**src/rtl/mips_run_ctrl_pkg.sv**
```systemverilog
// mips_run_ctrl_pkg
//   Shared definitions for the MIPS run controller: FSM state encoding,
//   run-mode constants and the reset-stretch counter width helper.
package mips_run_ctrl_pkg;

  typedef enum logic [2:0] {
    ST_RST_HOLD  = 3'd0,
    ST_IDLE      = 3'd1,
    ST_RUN       = 3'd2,
    ST_STEP_WAIT = 3'd3,
    ST_STEP      = 3'd4,
    ST_DONE      = 3'd5
  } state_t;

  localparam logic MODE_RUN  = 1'b0;
  localparam logic MODE_STEP = 1'b1;

  // Width needed to hold a stretch count of 0..rst_cycles.
  function automatic int unsigned stretch_w(input int unsigned rst_cycles);
    return $clog2(rst_cycles + 1);
  endfunction

endpackage

```
**src/rtl/mips_run_ctrl_if.sv**
```systemverilog
// mips_run_ctrl_if
//   Control/status bundle between the board-level run logic and the
//   run controller.
//   master : drives i_mode, i_start, i_step, i_stop, i_cpu_halt;
//            observes o_cpu_reset, o_cpu_enable, o_cycle_count, o_state, o_done
//   slave  : the controller side (mirror directions)
interface mips_run_ctrl_if #(
  parameter int unsigned LEN = 32
);
  logic           i_mode;
  logic           i_start;
  logic           i_step;
  logic           i_stop;
  logic           i_cpu_halt;
  logic           o_cpu_reset;
  logic           o_cpu_enable;
  logic [LEN-1:0] o_cycle_count;
  logic [2:0]     o_state;
  logic           o_done;

  modport master (
    output i_mode, i_start, i_step, i_stop, i_cpu_halt,
    input  o_cpu_reset, o_cpu_enable, o_cycle_count, o_state, o_done
  );

  modport slave (
    input  i_mode, i_start, i_step, i_stop, i_cpu_halt,
    output o_cpu_reset, o_cpu_enable, o_cycle_count, o_state, o_done
  );
endinterface

```
**src/rtl/mips_reset_sync.sv**
```systemverilog
// mips_reset_sync
//   Asynchronous-assert, synchronous-release reset conditioner with a
//   RST_CYCLES stretch. rst_done rises so that the FSM leaves RST_HOLD on
//   the RST_CYCLES-th clock edge after reset release (edge 0 being the
//   first edge after release).
//   clk      in  system clock
//   reset    in  asynchronous active-low reset
//   restart  in  synchronous request to replay the release sequence
//   rst_done out level, high once the stretch has elapsed
module mips_reset_sync
  import mips_run_ctrl_pkg::*;
#(
  parameter int unsigned RST_CYCLES = 4
) (
  input  logic clk,
  input  logic reset,
  input  logic restart,
  output logic rst_done
);

  localparam int unsigned CW  = stretch_w(RST_CYCLES);
  // The two synchronizer edges are part of the stretch, so the counter
  // only covers the remainder.
  localparam int unsigned THR = (RST_CYCLES >= 2) ? RST_CYCLES - 2 : 0;

  logic          s1;
  logic          s2;
  logic [CW-1:0] cnt;

  always_ff @(posedge clk or negedge reset) begin
    if (!reset) begin
      s1  <= 1'b0;
      s2  <= 1'b0;
      cnt <= '0;
    end else if (restart) begin
      // Land in the same state as just after edge 0 of a power-up release,
      // so a restart holds the CPU for exactly RST_CYCLES cycles too.
      s1  <= 1'b1;
      s2  <= 1'b0;
      cnt <= '0;
    end else begin
      s1 <= 1'b1;
      s2 <= s1;
      if (s2 && (cnt < CW'(THR)))
        cnt <= cnt + CW'(1);
    end
  end

  always_comb begin
    rst_done = 1'b0;
    if (RST_CYCLES == 1)
      rst_done = s1;
    else
      rst_done = s2 && (cnt >= CW'(THR));
  end

endmodule

```
**src/rtl/mips_run_ctrl.sv**
```systemverilog
// mips_run_ctrl
//   Run controller for the MIPS pipeline top: conditions reset, gates the
//   pipeline clock-enable under continuous-run or single-step control,
//   counts enabled cycles (saturating) and flags completion on CPU halt.
//   clk    in  system clock
//   reset  in  asynchronous active-low reset
//   bus    slave side of mips_run_ctrl_if
//          i_mode/i_start/i_step/i_stop/i_cpu_halt : run control inputs
//          o_cpu_reset/o_cpu_enable/o_done         : decoded from state reg
//          o_cycle_count                           : enabled-cycle count
//          o_state                                 : FSM state for debug
module mips_run_ctrl
  import mips_run_ctrl_pkg::*;
#(
  parameter int unsigned LEN        = 32,
  parameter int unsigned RST_CYCLES = 4
) (
  input  logic             clk,
  input  logic             reset,
  mips_run_ctrl_if.slave   bus
);

  state_t         state;
  state_t         state_nx;
  logic           restart;
  logic           rst_done;
  logic           enable;
  logic [LEN-1:0] cycle_cnt;

  mips_reset_sync #(
    .RST_CYCLES(RST_CYCLES)
  ) u_reset_sync (
    .clk      (clk),
    .reset    (reset),
    .restart  (restart),
    .rst_done (rst_done)
  );

  always_ff @(posedge clk or negedge reset) begin
    if (!reset)
      state <= ST_RST_HOLD;
    else
      state <= state_nx;
  end

  // Priority: halt > stop > start/step. Halt only matters while enabled.
  always_comb begin
    state_nx = state;
    restart  = 1'b0;
    case (state)
      ST_RST_HOLD: begin
        if (rst_done)
          state_nx = ST_IDLE;
      end
      ST_IDLE: begin
        if (bus.i_stop)
          state_nx = ST_IDLE;
        else if (bus.i_start)
          state_nx = (bus.i_mode == MODE_STEP) ? ST_STEP_WAIT : ST_RUN;
      end
      ST_RUN: begin
        if (bus.i_cpu_halt)
          state_nx = ST_DONE;
        else if (bus.i_stop)
          state_nx = ST_IDLE;
      end
      ST_STEP_WAIT: begin
        if (bus.i_stop)
          state_nx = ST_IDLE;
        else if (bus.i_step)
          state_nx = ST_STEP;
      end
      ST_STEP: begin
        if (bus.i_cpu_halt)
          state_nx = ST_DONE;
        else
          state_nx = ST_STEP_WAIT;
      end
      ST_DONE: begin
        if (bus.i_start) begin
          state_nx = ST_RST_HOLD;
          restart  = 1'b1;
        end
      end
      default: state_nx = ST_RST_HOLD;
    endcase
  end

  always_comb begin
    enable = (state == ST_RUN) || (state == ST_STEP);
  end

  // Cleared on the restart edge itself so the count reads 0 as soon as the
  // CPU is back in reset.
  always_ff @(posedge clk or negedge reset) begin
    if (!reset)
      cycle_cnt <= '0;
    else if ((state == ST_RST_HOLD) || restart)
      cycle_cnt <= '0;
    else if (enable && (cycle_cnt != '1))
      cycle_cnt <= cycle_cnt + LEN'(1);
  end

  always_comb begin
    bus.o_cpu_reset   = (state == ST_RST_HOLD);
    bus.o_cpu_enable  = enable;
    bus.o_done        = (state == ST_DONE);
    bus.o_state       = state;
    bus.o_cycle_count = cycle_cnt;
  end

endmodule

```
**src/flat_wrapper.sv**
```systemverilog
// flat-port wrapper written by rule: the top's interface ports become plain ports
module mips_run_ctrl_flat import mips_run_ctrl_pkg::*;
#(
  parameter int unsigned LEN        = 32,
  parameter int unsigned RST_CYCLES = 4
)
  (clk, reset, bus_i_mode, bus_i_start, bus_i_step, bus_i_stop, bus_i_cpu_halt, bus_o_cpu_reset, bus_o_cpu_enable, bus_o_cycle_count, bus_o_state, bus_o_done);
  mips_run_ctrl_if #(.LEN(LEN)) bus_i ();
  input  logic clk;
  input  logic reset;
  input wire logic [$bits(bus_i.i_mode)-1:0] bus_i_mode;
  input wire logic [$bits(bus_i.i_start)-1:0] bus_i_start;
  input wire logic [$bits(bus_i.i_step)-1:0] bus_i_step;
  input wire logic [$bits(bus_i.i_stop)-1:0] bus_i_stop;
  input wire logic [$bits(bus_i.i_cpu_halt)-1:0] bus_i_cpu_halt;
  output wire logic [$bits(bus_i.o_cpu_reset)-1:0] bus_o_cpu_reset;
  output wire logic [$bits(bus_i.o_cpu_enable)-1:0] bus_o_cpu_enable;
  output wire logic [$bits(bus_i.o_cycle_count)-1:0] bus_o_cycle_count;
  output wire logic [$bits(bus_i.o_state)-1:0] bus_o_state;
  output wire logic [$bits(bus_i.o_done)-1:0] bus_o_done;
  assign bus_i.i_mode = bus_i_mode;
  assign bus_i.i_start = bus_i_start;
  assign bus_i.i_step = bus_i_step;
  assign bus_i.i_stop = bus_i_stop;
  assign bus_i.i_cpu_halt = bus_i_cpu_halt;
  assign bus_o_cpu_reset = bus_i.o_cpu_reset;
  assign bus_o_cpu_enable = bus_i.o_cpu_enable;
  assign bus_o_cycle_count = bus_i.o_cycle_count;
  assign bus_o_state = bus_i.o_state;
  assign bus_o_done = bus_i.o_done;
  mips_run_ctrl #(.LEN(LEN), .RST_CYCLES(RST_CYCLES)) u_core (.clk(clk), .reset(reset), .bus(bus_i));
endmodule
```
**config.mk**
```make
export PLATFORM = sky130hd
export DESIGN_NAME = mips_run_ctrl_flat
export DESIGN_NICKNAME = d
export VERILOG_FILES = /design/src/rtl/mips_run_ctrl_pkg.sv /design/src/rtl/mips_run_ctrl_if.sv /design/src/rtl/mips_reset_sync.sv /design/src/rtl/mips_run_ctrl.sv /design/src/flat_wrapper.sv
export SDC_FILE = /design/constraint.sdc
export NUM_CORES = 1
export LEC_CHECK = 0
export ABC_CLOCK_PERIOD_IN_PS = 3000
export CAP_MARGIN = 20
export CORE_ASPECT_RATIO = 1.2
export CORE_MARGIN = 2
export CORE_UTILIZATION = 52
export DETAILED_ROUTE_END_ITERATION = 8
export PLACE_DENSITY = 0.91
export SYNTH_ARGS = -nofsm -noshare
export SYNTH_HDL_FRONTEND = slang
export SYNTH_SLANG_ARGS = --single-unit
```
**constraint.sdc**
```tcl
create_clock -name clk -period 3 [get_ports clk]
set_clock_uncertainty 0.05 [all_clocks]
set_input_delay 0.6 -clock clk [delete_from_list [all_inputs] [get_ports clk]]
set_output_delay 0.6 -clock clk [all_outputs]
set_load 0.03 [all_outputs]
```
## After elaboration in Yosys (flattened, before gate mapping)

Index checks and enable logic that the tools add are counted.

| operators by class | value |
|---|---|
| $lt $le $gt $ge | 2 |
| reduce and logical (&&, ||, !) cells | 9 |
| multiplexer cells | 18 |
| eq/ne operators | 11 |
| add/subtract/negate cells | 2 |

Operators by type and width:

| operator | number |
|---|---|
| 2-to-1 mux 32 bit | 2 |
| 2-to-1 mux 3 bit | 11 |
| adder 32 x 1 -> 32 bit (second input constant) | 1 |
| != test 32 bit (second input constant) | 1 |
| one-hot mux 3 bit (6 select lines) | 1 |
| != test 3 bit (second input constant) | 3 |
| equality test 3 x 2 -> 1 bit (second input constant) | 2 |
| equality test 3 bit (second input constant) | 2 |
| AND reduction 5 bit | 1 |
| 2-to-1 mux 1 bit | 4 |
| nonzero test 2 bit | 2 |
| adder 3 x 1 -> 3 bit (second input constant) | 1 |
| equality test 3 x 1 -> 1 bit (second input constant) | 1 |
| >= comparator 3 x 2 -> 1 bit (second input constant) | 1 |
| logical AND 1 bit | 3 |
| logical NOT 3 bit | 1 |
| < comparator 3 x 2 -> 1 bit (second input constant) | 1 |
| logical OR 1 bit | 2 |
| != test 2 x 1 -> 1 bit (second input constant) | 1 |
| != test 2 bit (second input constant) | 1 |

| word-level totals | value |
|---|---|
| register bits | 40 |
| word-level logic and storage cells | 47 |
| input port bits | 7 |

## Longest topological paths before layout

Gate-level depths: netlist (run 1).

| depth | value |
|---|---|
| word-level depth | 5 |
| depth in mapped cells | 10 |
| depth with buffers taken out | 8 |

## Modules after synthesis

A second synthesis (run 1) with hierarchy kept.

| unflattened totals | value |
|---|---|
| cell total of the unflattened synthesis | 262 |
| area, all modules | 2376.0 µm² |

Modules (own cells, without submodules):

| module | instances | area each (µm²) | cells an instance |
|---|---|---|---|
| mips_run_ctrl | 1 | 2150.8 | 243 |
| mips_reset_sync | 1 | 225.2 | 19 |

## Worst setup path before layout (run 1)

Ideal clock, no wire load.

| path | value |
|---|---|
| kind | register -> register |
| start point | reg u_core.state[1] (netlist: u_core.bus.o_state[1]) |
| end point | reg u_core.cycle_cnt[12] (netlist: u_core.bus.o_cycle_count[12]) |
| cell stages (with the launch flop) | 9 |
| data arrival time | 2.482 ns |
| period minus slack after synthesis | 2.670 ns |
| slack | 0.330 ns |
| data required time | 2.812 ns |
| path through | dfrtp_1 clkbuf_1 nor3_1 or2_2 clkbuf_1 a21oi_4 buf_6 o21ai_0 o31ai_1 |

| on the way | value |
|---|---|
| elaborated cells on any way between the ends | 10 |
| classes of those cells | 3 x eq/ne; 2 x mux; 5 x reduce/logical |

RTL lines:

| item | RTL line | RTL |
|---|---|---|
| start, declared | mips_run_ctrl.sv:23 | `state_t state;` |
| start signal, assigned | mips_run_ctrl.sv:43 | `state <= state_nx;` |
| logical NOT 3 bit (*) | -- |  |
| net bus_o_cpu_reset | flat_wrapper.sv:16 | `output wire logic [$bits(bus_i.o_cpu_reset)-1:0] bus_o_cpu_reset;` |
| logical OR 1 bit (*) | mips_run_ctrl.sv:98 | `else if ((state == ST_RST_HOLD) \|\| restart)` |
| 2-to-1 mux 32 bit or nonzero test 2 bit (tied branches) | -- |  |
| end signal, assigned | mips_run_ctrl.sv:101 | `cycle_cnt <= cycle_cnt + LEN'(1);` |
| end, declared | mips_run_ctrl.sv:28 | `logic [LEN-1:0] cycle_cnt;` |

Mark *: on every way through the listed nets, which the timed path passes. The rest lies on a longest branch.
A chain may end at the register's enable or synchronous reset.

## Worst setup path in the final report (run 1)

| path | value |
|---|---|
| start point | reg u_core.state[1] (netlist: u_core.bus.o_state[1]) |
| end point | out bus_o_cpu_enable |

| on the way | value |
|---|---|
| longest elaborated chain between the ends | 2 |
| elaborated cells on any way between the ends | 3 |
| classes of those cells | 2 x eq/ne; 1 x reduce/logical |

RTL lines:

| item | RTL line | RTL |
|---|---|---|
| equality test 3 x 2 -> 1 bit or equality test 3 bit (tied branches) | mips_run_ctrl.sv:90 | `enable = (state == ST_RUN) \|\| (state == ST_STEP);` |
| logical OR 1 bit (*) | mips_run_ctrl.sv:90 |  |
| end, declared | flat_wrapper.sv:17 | `output wire logic [$bits(bus_i.o_cpu_enable)-1:0] bus_o_cpu_enable;` |

Every way passes the cells marked *; elsewhere a longest branch is shown, timed or not.

==> impl_metrics.toml, run 1 <==
[status]
status = "finished, final reports clean"

[synth]
synth_area_leader_cell = "dfrtp_1"
synth_area_um2 = 2336
syn_nets = 281
ys_seq_area_share_pct = 42.85
syn_inst = 271
synth.yosys.warnings = 0
ys_top_cells_by_area = "dfrtp_1 (43%), nand3_1 (3.9%), o21ai_0 (3.9%)"
synth_top_area_share_pct = 42.85
synthDistinctLibCells = 46
ys_ff_latch = 40
syn_avg_cell_area_um2 = 8.620

[sta]
slew_violations = 0
finalSetupTns_ns = 0
slew_headroom_pct = 42.16
hold_viol = 0
timing.fmax_mhz = 370.3
rsz0062_at_grt = "false"
fin_crit_ns = 2.700
fin_crit_sh_pct = 90.01
worstMarginPinSlew_ns = 0.8675
setup_viol = 0

[finish]
area.sequential_um2 = 1001
drive_gt1_share_pct = 6.051
area_delta_synth_final_pct = 25.44
multi_input_area_um2 = 1234
layout.nets = 323
n_antenna_cell = 0
fillCellCount = 357
stdcell_count = 370
final_cell_area_um2 = 2930

[power_and_ir_drop]
pwr-share-seq_pct = 36.0
combPwrFrac_pct = 39.3
peakVddDrop_v = 0.0005619
p_clk_share_pct = 24.8
power.internal_mw = 1.172
power_density_nw_per_um2 = 662.9
p_sw_share_pct = 39.64
p_leak_nw = 1.199
total_power_mw = 1.943
switchingPower_uw = 770.1

[detailed_routing]
drc = 0
drt-initial-drc-count = 212
wl_mm = 5.797
viasPerCell = 6.095
final_antenna_net_count = 0
vias = 2255
wl_per_cell_um = 15.67
dr.pass1.iters = 4

[clocking]
cts_max_level = 2
clk_latency_ns = 0.30
cts_resized = 0
cts_buffers = 5
cts_setup_buffers = 0
cts_tree = "yes"
clkSinkCount = 40
root_buffer = "clkbuf_8"
clock_path_buffers = 2
clkTransAtPathRegs_ns = 0.08
cts_hold_buf = 0

[floorplanning]
die_h_um = 77.42
fp.dieW_um = 65.19
io_pins = 45
core_area_um2 = 4294
die-area_um2 = 5047
rows = 26
start_util_pct = 54.40

[place]
placed_cells = 362
dpl.hpwl_mm = 4.094
portBuffers = 44
placed_area_um2 = 2804
place_congestion = 0.9478

[setup_path]
worstPathMaxFanout = 10
worst_ep_arrival_time_ns = 2.05
crit_required_ns = 2.35
worstSetupPathType = "reg2out"
critPathLaunchType = "register"
end_kind = "primary output"

[grt]
grt_pass1_vias = 2161
grt_max_degree = 41
antenna_found_initial = 0
overflow = 0
grt_util_all_layers_pct = 25.30
gr-usage-met1_pct = 30.74
top_usage_layer = "met2"
met2_usage_pct = 43.06
grt_pass1_wl_mm = 9.998
met3_usage_pct = 5.797

[hold_path]
hold_path.class = "in2async"

[flow_run]
cap_violations = 0
[cell families after synthesis]
| family | count (synthesis) | share of synthesized area, % |
|---|---|---|
| buffers and inverters | 22 | 4.338 |
| AO/OA/AOI/OAI | 55 | 14.94 |
| multiplexers | 5 | 2.143 |
| XOR/XNOR | 8 | 3.000 |
| adder cells (fa/ha/maj) | 3 | 1.607 |
| AND/OR/NAND/NOR | 137 | 30.96 |
| other | 1 | 0.1605 |
| flip-flops | 40 | 42.85 |
[stage by stage]
| step | hold WS [ns] | worst slack, ns | util, % |
|---|---|---|---|
| 5_1_grt | 0.4302 | 0.1692 | 68.24 |
| 3_3_place_gp | 0.3950 | 0.5027 | 65.30 |
| 4_1_cts | 0.3898 | 0.3002 | 68.24 |
| 6_report | 0.3605 | 0.2996 | 68.24 |
| 3_5_place_dp | 0.4108 | 0.4352 | 65.30 |
| 2_1_floorplan | 0.2544 | 0.3302 | - |
[per-layer routing]
layer	vias up	wire, µm
li1	1061	-
met4	0	173
met5	-	0
met1	1066	2177
met3	20	486
met2	108	2959
[cell type report]
| cell class | count | area share, % |
|---|---|---|
| inverters | 9 | 1.153 |
| clock buffers | 7 | 3.288 |
| multi-input cells | 209 | 42.10 |
| flip-flops and latches | 40 | 34.16 |
| well taps | 56 | 2.391 |
| repair buffers | 48 | 15.88 |
| clock inverters | 1 | 1.025 |
[path summary, 6_finish.rpt]
kind	start	endpoint	slack, ns	cells after the start
max	u_core.bus.o_state[1]	bus_o_cpu_enable	0.30	4
min	reset	u_core.bus.o_cycle_count[28]	0.36	1
max reg2reg	u_core.bus.o_cycle_count[0]	u_core.bus.o_cycle_count[12]	0.38	7
min reg2reg	u_core.u_reset_sync.s1	u_core.u_reset_sync.s2	0.42	1
max in group asynchronous	reset	u_core.bus.o_cycle_count[9]	1.99	1
min in group clk	u_core.u_reset_sync.s1	u_core.u_reset_sync.s2	0.42	1
[state kept, by name, indices dropped and copies added (netlist names)]
signal / flops
u_core.bus.o_cycle_count: 32
u_core.bus.o_state: 3
u_core.u_reset_sync.cnt: 3
u_core.u_reset_sync.s1: 1
u_core.u_reset_sync.s2: 1
[power by group through the flow]
stage | Clock, mW | Sequential, mW | Combinational (mW)
global route | 0.520 | 0.714 | 0.828
CTS | 0.488 | 0.699 | 0.759
global placement | 0 | 0.703 | 0.734
detailed placement | 0 | 0.709 | 0.756
floorplan | 0 | 0.741 | 0.488
finish | 0.481 | 0.699 | 0.763
[cell usage in the layout (no fill, tap or decap), drive strengths merged, types with 2 or more instances in the layout]
cell	instances
a21o	3
a21oi	12
a31oi	6
and2	4
and3	9
buf	5
clkbuf	7
clkdlybuf4s50	43
dfrtp	40
ha	3
inv	8
mux2i	5
nand2	23
nand2b	7
nand3	18
nand4	12
nor2	24
nor2b	2
nor3	15
nor3b	2
nor4	7
o211a	2
o21ai	21
o31ai	6
or3	7
or4	3
xnor2	3
xor2	5
[critical path, stage by stage (launching register included)]
cell and delay, ns:
dfrtp_1 0.49, xor2_1 0.20, nand2b_1 0.10, clkinv_1 0.26, clkdlybuf4s50_1 0.70
[synth_stat cells (all sizes together)]
library cell / number
dfrtp: 40
nor2: 24
nand2: 23
o21ai: 21
nand3: 18
nor3: 15
a21oi: 12
nand4: 12
and3: 9
clkbuf: 8
inv: 8
nand2b: 7
nor4: 7
or3: 7
a31oi: 6
o31ai: 6
buf: 5
mux2i: 5
xor2: 5
and2: 4
a21o: 3
ha: 3
or4: 3
xnor2: 3
nor2b: 2
nor3b: 2
o211a: 2
a211o: 1
and3b: 1
and4: 1
clkinv: 1
conb: 1
nor4b: 1
o22a: 1
o311ai: 1
o31a: 1
o32ai: 1
or2: 1
Note: power is estimated with default switching activity, not from simulation.
==> run 2: changes to the inputs <==
- MAX_ROUTING_LAYER: not set -> met4
- SLEW_MARGIN: not set -> 20
==> run 2 against run 1 <==
  * Register-to-register slack got worse by 0.11 ns
  * Global-route usage is 1.2 points higher
  * Die area unchanged
  * Non-clock buffer count unchanged
  * Wire length increased by 3.5%
  * Total power decreased by 2.3%
  * Utilization is 0.44 points lower
  * Critical endpoint is now u_core.bus.o_cycle_count[15]
  * Largest cell class unchanged
==> impl_metrics.toml, run 2 (synthesized netlist as in run 1, its figures left out) <==
[clocking]
cts_setup_buffers = 0
cts_buffers = 5
clock_path_buffers = 2
clk_latency_ns = 0.30
cts_resized = 0
cts_max_level = 2
root_buffer = "clkbuf_8"
cts_tree = "yes"
clkSinkCount = 40
cts_hold_buf = 0
clkTransAtPathRegs_ns = 0.08

[power_and_ir_drop]
combPwrFrac_pct = 40.3
p_clk_share_pct = 22.7
p_sw_share_pct = 40.67
pwr-share-seq_pct = 37.0
peakVddDrop_v = 0.0006274
switchingPower_uw = 771.5
power.internal_mw = 1.125
p_leak_nw = 1.190
power_density_nw_per_um2 = 651.5

[place]
placed_area_um2 = 2804
dpl.hpwl_mm = 4.231
portBuffers = 44
place_congestion = 0.9903
placed_cells = 362

[finish]
fillCellCount = 373
area_delta_synth_final_pct = 24.64
drive_gt1_share_pct = 5.732
final_common_cell = "clkdlybuf4s50_1"
n_antenna_cell = 0
stdcell_count = 370
final_cell_mix = "clkdlybuf4s50_1 (43), dfrtp_1 (40), nor2_1 (24)"
layout.nets = 323
multi_input_area_um2 = 1234
area.sequential_um2 = 1001
final_cell_area_um2 = 2912
largest_register_ffs = 32

[flow_run]
cap_violations = 0

[grt]
grt_util_all_layers_pct = 26.48
overflow = 0
grt_pass1_wl_mm = 10.23
antenna_found_initial = 0
grt_pass1_vias = 2216
grt_max_degree = 41

[floorplanning]
rows = 26
io_pins = 45
die-area_um2 = 5047
die_h_um = 77.42
core_area_um2 = 4294
fp.dieW_um = 65.19
start_util_pct = 54.40

[detailed_routing]
viasPerCell = 6.186
drc = 0
dr.pass1.iters = 4
drt-initial-drc-count = 280
wl_mm = 5.997
final_antenna_net_count = 0
vias = 2289
wl_per_cell_um = 16.21

[sta]
setup_viol = 0
worstMarginPinSlew_ns = 0.8553
fin_crit_ns = 2.731
hold_viol = 0
timing.fmax_mhz = 366.2
fin_crit_sh_pct = 91.04
finalSetupTns_ns = 0
slew_headroom_pct = 42.26
slew_violations = 0
rsz0062_at_grt = "false"

[setup_path]
worstSetupPathType = "reg2reg"
crit_required_ns = 3.14
worstPathMaxFanout = 14
worstPathCellList = "ha_1, nand4_1, or4_4, or3_1, a21oi_4, a21oi_1, o21ai_0"
critical_path.max_stage_delay_ns = 0.49
worst_ep_arrival_time_ns = 2.87
end_kind = "register"
critPathLaunchType = "register"
slowest_stage = "or3_1"

[hold_path]
hold_path.class = "in2async"

[status]
status = "finished, final reports clean"
==> run 2: critical path: cells and delay by family, from the launching register on <==
kind | cells | cell delay (ns)
AND/OR/NAND/NOR | 3 | 1.07
adder cells (fa/ha/maj) | 1 | 0.34
AO/OA/AOI/OAI | 3 | 0.71
flip-flops | 1 | 0.44
==> run 2: area by class of cell <==
cell class                 count  area share [%]
inverter                       9           1.160
sequential                    40           34.38
clock inverter                 2           1.203
timing repair buffer          48           15.99
multi-input combinational    209           42.37
clock buffer                   6           2.492
tap                           56           2.407
==> run 2: per-layer routing <==
layer	part of all wire, %	vias up	GRT usage [%]
li1	-	1074	-
met1	39	1083	30.11
met2	51	110	44.69
met3	7.7	22	6.087
met4	3.0	0	10.63
met5	0	-	-
==> run 2: metrics by stage <==
step / total power, mW / utilization (%) / hold slack, ns / setup WS [ns]
after detailed placement: 1.465 / 65.30 / 0.4145 / 0.3991
final: 1.897 / 67.80 / 0.3517 / 0.2689
after global routing: 2.005 / 67.80 / 0.4418 / 0.1356
after floorplan: 1.229 / - / 0.2544 / 0.3302
after global placement: 1.436 / 65.30 / 0.3968 / 0.5060
after CTS: 1.897 / 67.80 / 0.3988 / 0.3028
==> run 2: path summary, 6_finish.rpt <==
check / startpoint / to / slack, ns / depth (start not counted)
max in group asynchronous: reset / u_core.bus.o_cycle_count[11] / 1.98 / 1
hold / removal: reset / u_core.bus.o_cycle_count[20] / 0.35 / 1
hold reg to reg: u_core.u_reset_sync.s1 / u_core.u_reset_sync.s2 / 0.43 / 1
setup / recovery: u_core.bus.o_cycle_count[0] / u_core.bus.o_cycle_count[15] / 0.27 / 7
min in group clk: u_core.u_reset_sync.s1 / u_core.u_reset_sync.s2 / 0.43 / 1
setup reg to reg: u_core.bus.o_cycle_count[0] / u_core.bus.o_cycle_count[15] / 0.27 / 7
==> run 2: power groups by stage <==
stage | logic [mW] | clock network, mW | registers [mW]
floorplan | 0.488 | 0 | 0.741
global placement | 0.733 | 0 | 0.703
detailed placement | 0.754 | 0 | 0.711
CTS | 0.759 | 0.438 | 0.700
global route | 0.826 | 0.464 | 0.714
finish | 0.764 | 0.430 | 0.703
==> run 3: changes to the inputs <==
- CORE_MARGIN: 2 -> not set
- GPL_ROUTABILITY_DRIVEN: not set -> 0
==> run 3 against run 2 <==
  * Total power down 3.8%
  * Register-to-register slack about the same
  * Wire length is 3.5% lower
  * Flip-flop and latch count unchanged
  * Sequential share of layout area rose by 0.18 points
  * Final cell count unchanged
  * Maximum frequency shrank 1.3%
  * Sequential power hardly changed
  * Combinational power decreased by 0.8%
  * Critical path depth down 3
  * Non-clock buffer count is the same
  * Largest cell class unchanged
  * Largest power group unchanged
==> impl_metrics.toml, run 3 (synthesized netlist as in run 1, its figures left out) <==
[status]
status = "finished, final reports clean"

[clocking]
clock_path_buffers = 2
cts_buffers = 5
cts_max_level = 2
cts_setup_buffers = 0
clk_latency_ns = 0.29
clkSinkCount = 40
cts_resized = 0
root_buffer = "clkbuf_8"
cts_hold_buf = 0
clkTransAtPathRegs_ns = 0.07
cts_tree = "yes"

[finish]
n_antenna_cell = 0
largest_register_ffs = 32
drive_gt1_share_pct = 6.051
final_cell_mix = "clkdlybuf4s50_1 (43), dfrtp_1 (40), nor2_1 (24)"
final_core_util_pct = 67.45
layout.nets = 323
area_delta_synth_final_pct = 24.00
final_common_cell = "clkdlybuf4s50_1"

[sta]
hold_ws_ns = 0.3692
slew_headroom_pct = 40.07
timing.fmax_mhz = 361.2
worstMarginPinSlew_ns = 0.8989
finalSetupTns_ns = 0
rsz0062_at_grt = "false"
slew_violations = 0
fin_crit_sh_pct = 92.28
fin_crit_ns = 2.768
setup_viol = 0
hold_viol = 0

[power_and_ir_drop]
peakVddDrop_v = 0.0004592
p_leak_nw = 1.186
switchingPower_uw = 764.9
pwr-share-seq_pct = 38.4
p_clk_share_pct = 20.1
combPwrFrac_pct = 41.5
power.internal_mw = 1.061
p_sw_share_pct = 41.89
power_density_nw_per_um2 = 630.3

[detailed_routing]
wl_met3_um = 352
viasPerCell = 6.108
drt-initial-drc-count = 207
dr.pass1.iters = 4
top_layer = "met4"
wl_met2_mm = 2.989
final_antenna_net_count = 0
met1Wirelength_mm = 2.291
wl_mm = 5.790
vias = 2260
drc = 0
wl_per_cell_um = 15.65

[place]
dpl.hpwl_mm = 4.182
portBuffers = 44

[setup_path]
regToRegStartpoint = "u_core.bus.o_cycle_count[0]"
r2r_slack_ns = 0.28
worst_ep_arrival_time_ns = 2.12
worstSetupPathType = "reg2out"
worstPathMaxFanout = 10
startpoint = "u_core.bus.o_state[1]"
critPathLaunchType = "register"
end_kind = "primary output"
crit_required_ns = 2.35

[floorplanning]
core_area_um2 = 4294
fp.dieW_um = 63.19
io_pins = 45
die-area_um2 = 4765
die_h_um = 75.42
rows = 26
start_util_pct = 54.40

[grt]
grt_util_all_layers_pct = 27.79
antenna_found_initial = 0
grt_max_degree = 41
overflow = 0
grt_pass1_vias = 2176
grt_pass1_wl_mm = 9.991

[flow_run]
cap_violations = 0

[hold_path]
hold_path.class = "in2async"
-- run 3: changes by cell type in the layout (fill, tap and decap cells not counted), sizes merged --
cell / delta
bufinv: -1
clkinv: +1
-- run 3: metrics by stage --
step | total power [mW] | worst slack [ns] | std cells | cell area [µm²]
3_5_place_dp | 1.464 | 0.3293 | 362 | 2804
5_1_grt | 1.952 | 0.1351 | 370 | 2897
4_1_cts | 1.831 | 0.2564 | 370 | 2897
3_3_place_gp | 1.438 | 0.4181 | 362 | 2804
6_report | 1.826 | 0.2316 | 370 | 2897
2_1_floorplan | 1.229 | 0.3302 | 271 | 2336
-- run 3: cell type report --
| class | count | area (µm²) |
|---|---|---|
| Fill cell | 367 | 1398 |
| Multi-Input combinational cell | 209 | 1234 |
| Sequential cell | 40 | 1001 |
| Timing Repair Buffer | 48 | 465.4 |
| Clock buffer | 6 | 82.58 |
| Tap cell | 56 | 70.07 |
| Inverter | 9 | 33.78 |
| Clock inverter | 2 | 10.01 |
-- run 3: final timing paths --
path	endpoint	cells after the start
hold reg to reg	u_core.bus.o_cycle_count[31]	1
max in group asynchronous	u_core.bus.o_cycle_count[8]	1
setup / recovery	bus_o_cpu_enable	4
hold / removal	u_core.bus.o_cycle_count[28]	1
min in group clk	u_core.bus.o_cycle_count[31]	1
setup reg to reg	u_core.bus.o_cycle_count[12]	7
-- run 3: routing by layer --
layer	vias to the layer above	track usage [%]
li1	1066	-
met5	-	-
met1	1070	32.12
met3	16	3.443
met4	0	13.38
met2	108	48.63
-- run 3: power groups by stage --
stage | clock [mW] | sequential, mW | combinational, mW
6_report | 0.366 | 0.702 | 0.758
5_1_grt | 0.399 | 0.716 | 0.837
4_1_cts | 0.375 | 0.700 | 0.755
3_5_place_dp | 0 | 0.711 | 0.753
3_3_place_gp | 0 | 0.705 | 0.732
2_1_floorplan | 0 | 0.741 | 0.488
-- run 3: critical path, stage by stage (launching register included) --
cell             delay (ns)
dfrtp_1                0.49
xor2_1                 0.21
nand2b_1               0.13
clkinv_1               0.29
clkdlybuf4s50_1        0.70
